File: config.mk
export PLATFORM = sky130hd
export DESIGN_NAME = weight_fetch_unit_flat
export DESIGN_NICKNAME = d
export VERILOG_FILES = /design/src/rtl/nn_pkg.sv /design/src/rtl/weight_fetch_unit_if.sv /design/src/rtl/fetch_fifo.sv /design/src/rtl/weight_fetch_unit.sv /design/src/flat_wrapper.sv
export SDC_FILE = /design/constraint.sdc
export NUM_CORES = 1
export LEC_CHECK = 0
export ABC_AREA = 1
export BUFFER_PORTS_ARGS = -buffer_cell sky130_fd_sc_hd__buf_2
export CAP_MARGIN = 25
export CORE_ASPECT_RATIO = 1.25
export CORE_UTILIZATION = 24
export CTS_BUF_LIST = sky130_fd_sc_hd__clkbuf_4
export DETAILED_ROUTE_END_ITERATION = 6
export PLACE_DENSITY = 0.5
export RECOVER_POWER = 25
export SKIP_LAST_GASP = 1
export SYNTH_ARGS = -nofsm -noshare
export SYNTH_HDL_FRONTEND = slang
export SYNTH_SLANG_ARGS = --single-unit
File: constraint.sdc
create_clock -name clk -period 3.3 [get_ports clk]
set_input_delay 0 -clock clk [delete_from_list [all_inputs] [get_ports clk]]
set_output_delay 0 -clock clk [all_outputs]
set_load 0.01 [all_outputs]
File: src/rtl/nn_pkg.sv
// Constants and FSM state encoding shared by the weight fetch unit and the master engine.
package nn_pkg;

  localparam int DATA_W = 16;
  localparam int ADDR_W = 10;
  localparam int LEN_W  = 10;

  typedef enum logic [1:0] {
    IDLE  = 2'd0,
    FETCH = 2'd1,
    DRAIN = 2'd2,
    DONE  = 2'd3
  } fetch_state_t;

endpackage

File: src/rtl/weight_fetch_unit_if.sv
// Memory read port plus the valid/ready operand stream, seen from the fetch unit (master)
// and from the memory/engine side (slave).
interface weight_fetch_unit_if;

  logic                        mem_rd_en;
  logic [nn_pkg::ADDR_W-1:0]   mem_addr;
  logic [nn_pkg::DATA_W-1:0]   mem_rd_data;
  logic                        out_valid;
  logic                        out_ready;
  logic [nn_pkg::DATA_W-1:0]   out_data;
  logic                        out_last;

  modport master (
    output mem_rd_en, mem_addr, out_valid, out_data, out_last,
    input  mem_rd_data, out_ready
  );

  modport slave (
    input  mem_rd_en, mem_addr, out_valid, out_data, out_last,
    output mem_rd_data, out_ready
  );

endinterface

File: src/rtl/fetch_fifo.sv
// Small synchronous FIFO with occupancy count; push and pop may occur in the same cycle.
module fetch_fifo #(
  parameter  int WIDTH = 16,
  parameter  int DEPTH = 4,
  localparam int PTR_W = $clog2(DEPTH),
  localparam int CNT_W = $clog2(DEPTH + 1)
) (
  input  logic             clk,
  input  logic             rst,
  input  logic             push,
  input  logic [WIDTH-1:0] push_data,
  input  logic             pop,
  output logic [WIDTH-1:0] head,
  output logic [CNT_W-1:0] count
);

  logic [WIDTH-1:0] storage [DEPTH];
  logic [PTR_W-1:0] wr_ptr;
  logic [PTR_W-1:0] rd_ptr;

  // NOTE: non-blocking assignments in clocked blocks so every register samples pre-edge values.
  always_ff @(posedge clk or posedge rst) begin
    if (rst) begin
      wr_ptr <= '0;
      rd_ptr <= '0;
      count  <= '0;
    end else begin
      if (push) wr_ptr <= wr_ptr + 1'b1;
      if (pop)  rd_ptr <= rd_ptr + 1'b1;
      case ({push, pop})
        2'b10:   count <= count + 1'b1;
        2'b01:   count <= count - 1'b1;
        default: count <= count;
      endcase
    end
  end

  // NOTE: storage is not reset; an empty FIFO never exposes it because the reader gates the head.
  always_ff @(posedge clk) begin
    if (push) storage[wr_ptr] <= push_data;
  end

  assign head = storage[rd_ptr];

endmodule

File: src/rtl/weight_fetch_unit.sv
// Streams a contiguous block of words from main memory into the engine, with a credit-limited
// read issue so that the local FIFO can never overflow under downstream backpressure.
module weight_fetch_unit
  import nn_pkg::*;
#(
  parameter int FIFO_DEPTH = 4
) (
  input  logic                       clk,
  input  logic                       rst,
  input  logic                       start,
  input  logic [ADDR_W-1:0]          base_addr,
  input  logic [LEN_W-1:0]           length,
  output logic                       busy,
  output logic                       done,
  weight_fetch_unit_if.master        bus
);

  localparam int CNT_W = $clog2(FIFO_DEPTH + 1);

  fetch_state_t      state, state_next;
  logic [ADDR_W-1:0] base_q;
  logic [LEN_W-1:0]  len_q;
  logic [LEN_W:0]    len_ext;
  logic [LEN_W:0]    issued;
  logic [LEN_W:0]    popped;
  logic              inflight;
  logic              rd_en;
  logic              pop;
  logic              accept;
  logic              fifo_valid;
  logic [CNT_W-1:0]  fifo_count;
  logic [DATA_W-1:0] fifo_head;

  assign len_ext = {1'b0, len_q};
  assign accept  = (state == IDLE) && start;

  // A read is only issued if the word it returns, plus the one already in flight, still fits.
  assign rd_en = (state == FETCH) && (issued < len_ext) &&
                 ((fifo_count + CNT_W'(inflight)) < CNT_W'(FIFO_DEPTH));

  assign fifo_valid = (fifo_count != '0);
  assign pop        = fifo_valid && bus.out_ready;

  fetch_fifo #(
    .WIDTH (DATA_W),
    .DEPTH (FIFO_DEPTH)
  ) u_fifo (
    .clk       (clk),
    .rst       (rst),
    .push      (inflight),
    .push_data (bus.mem_rd_data),
    .pop       (pop),
    .head      (fifo_head),
    .count     (fifo_count)
  );

  assign bus.mem_rd_en = rd_en;
  assign bus.mem_addr  = base_q + ADDR_W'(issued);
  assign bus.out_valid = fifo_valid;
  assign bus.out_data  = fifo_valid ? fifo_head : '0;
  assign bus.out_last  = fifo_valid && (popped == len_ext - (LEN_W + 1)'(1));
  assign busy          = (state == FETCH) || (state == DRAIN);
  assign done          = (state == DONE);

  // NOTE: defaults first so every path assigns state_next and no latch is inferred.
  always_comb begin
    state_next = state;
    case (state)
      IDLE:    if (start) state_next = (length != '0) ? FETCH : DONE;
      FETCH:   if (issued == len_ext) state_next = DRAIN;
      DRAIN:   if (pop && (popped + (LEN_W + 1)'(1) == len_ext)) state_next = DONE;
      DONE:    state_next = IDLE;
      default: state_next = IDLE;
    endcase
  end

  always_ff @(posedge clk or posedge rst) begin
    if (rst) begin
      state    <= IDLE;
      base_q   <= '0;
      len_q    <= '0;
      issued   <= '0;
      popped   <= '0;
      inflight <= 1'b0;
    end else begin
      state    <= state_next;
      inflight <= rd_en;
      if (accept) begin
        base_q <= base_addr;
        len_q  <= length;
        issued <= '0;
        popped <= '0;
      end else begin
        if (rd_en) issued <= issued + 1'b1;
        if (pop)   popped <= popped + 1'b1;
      end
    end
  end

endmodule
File: src/flat_wrapper.sv
// flat-port wrapper written by rule: the top's interface ports become plain ports
module weight_fetch_unit_flat import nn_pkg::*;
#(
  parameter int FIFO_DEPTH = 4
)
  (clk, rst, start, base_addr, length, busy, done, bus_mem_rd_en, bus_mem_addr, bus_out_valid, bus_out_data, bus_out_last, bus_mem_rd_data, bus_out_ready);
  weight_fetch_unit_if bus_i ();
  input  logic clk;
  input  logic rst;
  input  logic start;
  input  logic [ADDR_W-1:0] base_addr;
  input  logic [LEN_W-1:0] length;
  output logic busy;
  output logic done;
  output wire logic [$bits(bus_i.mem_rd_en)-1:0] bus_mem_rd_en;
  output wire logic [$bits(bus_i.mem_addr)-1:0] bus_mem_addr;
  output wire logic [$bits(bus_i.out_valid)-1:0] bus_out_valid;
  output wire logic [$bits(bus_i.out_data)-1:0] bus_out_data;
  output wire logic [$bits(bus_i.out_last)-1:0] bus_out_last;
  input wire logic [$bits(bus_i.mem_rd_data)-1:0] bus_mem_rd_data;
  input wire logic [$bits(bus_i.out_ready)-1:0] bus_out_ready;
  assign bus_mem_rd_en = bus_i.mem_rd_en;
  assign bus_mem_addr = bus_i.mem_addr;
  assign bus_out_valid = bus_i.out_valid;
  assign bus_out_data = bus_i.out_data;
  assign bus_out_last = bus_i.out_last;
  assign bus_i.mem_rd_data = bus_mem_rd_data;
  assign bus_i.out_ready = bus_out_ready;
  weight_fetch_unit #(.FIFO_DEPTH(FIFO_DEPTH)) u_core (.clk(clk), .rst(rst), .start(start), .base_addr(base_addr), .length(length), .busy(busy), .done(done), .bus(bus_i));
endmodule
==> results.yml <==
grt:
  grt_use_total: 0.1212
  grt_pass1_vias: 4929
  grt_pass1_wl_um: 24830
  grt.overflow.total: 0
  grt_max_degree: 40
  antenna_found_initial: 1
sta:
  tightest_slew_ns: 0.9204
  clock.fmax_mhz: 359.8
  timing.final.crit_share: 0.8423
  setup_viol: 0
  fin_crit_ns: 2.779
  hold_viol: 0
  setup_slack_ns: 0.5206
  setup-tns-final_ns: 0
  drv_slew: 0
  fin_worst_skew_ns: 0.01463
  grt_setup_unrepaired: "false"
  slew_headroom: 0.3857
yosys:
  async_reset_ff_frac: 0.4483
  ys_types: 34
  syn_nets: 762
  synth_area_leaders: "edfxtp_1, dfrtp_1, nand2_1, ha_1, nor2_1"
  synth_area_per_cell_um2: 9.015
  yosys.area.top_type: "edfxtp_1"
  seq_area_frac_synth: 0.5197
  synth_area_mm2: 0.006202
  synth_top_area_frac: 0.3099
  syn_inst: 688
  yosysWarnings: 0
  ys_top_cells_by_count: "nand2_1, nor2_1, edfxtp_1"
  ys_ff_latch: 116
  synth_edf_count: 64
  synthMostInstantiatedCell: "nand2_1"
  synthFlopType: "edfxtp_1"
worst_setup_path:
  r2r_cells: 11
  r2r_end: "u_core.issued[0]"
  worst_path_max_delay_cell: "o21ai_0"
  slowest_delay_ns: 0.47
  crit_arrival_ns: 2.78
  r2r_start: "u_core.issued[9]"
  rrSetupSlack_ns: 1.17
  critPathKind: "register to output port"
  critical_path.top_delay_family: "adder cells"
  path_buf_inv: 2
  path_cells: "ha_1 -> inv_1 -> fa_1 -> o21ai_0 -> nand4_1 -> o211ai_1 -> xor2_1 -> buf_2"
  crit_required_ns: 3.30
  worst_setup_path_end_kind: "output port"
  critPathLaunchType: "register"
  path_max_fanout: 5
clock_network:
  cts.reportedPaths.clkPinSlew_ns: 0.11
  clkLatencyLatePin_ns: 0.53
  root_buffer: "clkbuf_4"
  cts_htree_levels: 4
  numCtsBuffers: 17
  cts_resized: 0
  cts.sinks: 116
  cts_setup_buffers: 0
  cts_tree: "built"
  hold_buffers: 39
  cts_buffer_depth: 2
power_and_ir_drop:
  pwr-share-seq: 0.357
  p_int_w: 0.003354
  p_sw_w: 0.002659
  pwr-share-clk: 0.171
  swShare: 0.4423
  leakage_nw: 3.293
  p_per_area_mw_per_mm2: 793.5
  pwr-share-comb: 0.472
  vdd_drop_max_uv: 422.3
place:
  gp_congestion: 0.8444
  io_buffer_count: 70
  post-dp-hpwl_um: 10650
  place_worst_setup_slack_ns: 1.156
finish:
  fillers: 2704
  fin_nets: 876
  utilization: 0.2996
  drive_gt1_frac: 0.1229
  area_delta_synth_final_pct: 22.17
floorplan:
  die_area_mm2: 0.02649
  initial_core_util: 0.2452
  dieHeight_um: 181.7
  core.rowCount: 65
  die_x_um: 145.8
  core_mm2: 0.02529
  ios: 71
detailed_routing:
  drt_first_pass_iters: 5
  viasPerCell: 4.333
  drt-initial-drc-count: 184
  routed_wl_um: 15320
  via_count: 4983
  ant_nets: 0
  wl_per_cell_um: 13.32
  drc: 0
run_status:
  status: "complete, no violations"
worst_hold_path:
  min_to: "u_core.base_q[9]"
  min_path_cells: 4
  hold_path.class: "primary input to register"
  holdCritStartpoint: "base_addr[9]"
job:
  maxCapViolCount: 0
-- placed cells by master (no fill, tap or decap), types with 3 or more instances in the layout --
cell and n:
dfrtp_1 52, clkinv_1 4, xor2_1 28, nand2_1 133, nor3_1 4, clkbuf_4 18
buf_4 5, nand4_1 8, edfxtp_1 64, nor2_1 103, buf_2 54, o21ai_0 58
nand3_1 44, xnor2_1 14, o22ai_1 7, a21oi_1 30, inv_1 61, ha_1 32
nand2_2 3, dlygate4sd3_1 39, nor4_1 6, clkinvlp_4 4, clkbuf_1 16, clkinv_2 3
-- sequential cells by signal (all words and copies together), names as in the netlist, 3 cells and up --
signal,cells
u_core.u_fifo.storage,64
u_core.issued,11
u_core.popped,11
u_core.base_q,10
u_core.len_q,10
u_core.u_fifo.count,3
-- area by class of cell --
| class | count | area [µm²] | share of cell area |
|---|---|---|---|
| clock inverters | 13 | 135.1 | 0.01783 |
| repair buffers | 114 | 758.2 | 0.1001 |
| diodes | 1 | 2.502 | 0.0003303 |
| multi-input cells | 488 | 2660 | 0.3511 |
| well taps | 335 | 419.2 | 0.05532 |
| inverters | 65 | 244.0 | 0.03220 |
| flip-flops and latches | 116 | 3223 | 0.4254 |
| clock buffers | 18 | 135.1 | 0.01783 |
-- worst min-delay path, stage by stage --
cell and delay, ns:
dlygate4sd3_1 0.51, buf_2 0.09, nand2_1 0.04, nand2_1 0.04
-- routing by layer --
metal / GRT usage / routed length, µm
met1: 0.1415 / 6837
met2: 0.2142 / 7670
met3: 0.03141 / 551
met4: 0.04084 / 261
met5: 0 / 0
-- cell families after synthesis --
kind of cell | synth area share
xor+xnor | 0.05931
compound gates | 0.09038
simple gates | 0.2082
fa+ha+maj | 0.07101
buf+inv | 0.05144
flops | 0.5197
-- power by group through the flow --
| stage | combinational (W) | sequential [W] | clock, W |
|---|---|---|---|
| after floorplan | 0.00204 | 0.00206 | 0 |
| after global placement | 0.00282 | 0.00218 | 0 |
| after detailed placement | 0.00283 | 0.00218 | 0 |
| after CTS | 0.00289 | 0.00215 | 0.00106 |
| after global routing | 0.00324 | 0.00220 | 0.00112 |
| final | 0.00284 | 0.00215 | 0.00103 |
-- stage by stage --
step,hold slack (ns),power (W),std cells,area [µm²]
after CTS,0.1409,0.006102,1149,7595
after floorplan,0.09887,0.004095,688,6202
after global placement,0.1931,0.005005,1079,6934
after global routing,0.1493,0.006563,1150,7577
after detailed placement,0.1966,0.005016,1079,6934
final,0.1888,0.006013,1150,7577
-- how the worst max path moves through the flow --
| stage | to | slack [ns] | from | cells past startpoint |
|---|---|---|---|---|
| 6_report | bus_mem_addr[8] | 0.52 | u_core.issued[0] | 8 |
| 3_5_place_dp | bus_mem_addr[8] | 1.16 | u_core.issued[0] | 8 |
| 4_1_cts | bus_mem_addr[8] | 0.52 | u_core.issued[0] | 8 |
| 5_1_grt | bus_mem_addr[8] | 0.31 | u_core.issued[0] | 8 |
| 2_1_floorplan | bus_mem_addr[8] | 1.50 | u_core.issued[0] | 7 |
| 3_3_place_gp | bus_mem_addr[8] | 1.13 | u_core.issued[0] | 8 |
Note: power is estimated with default switching activity, not from simulation.
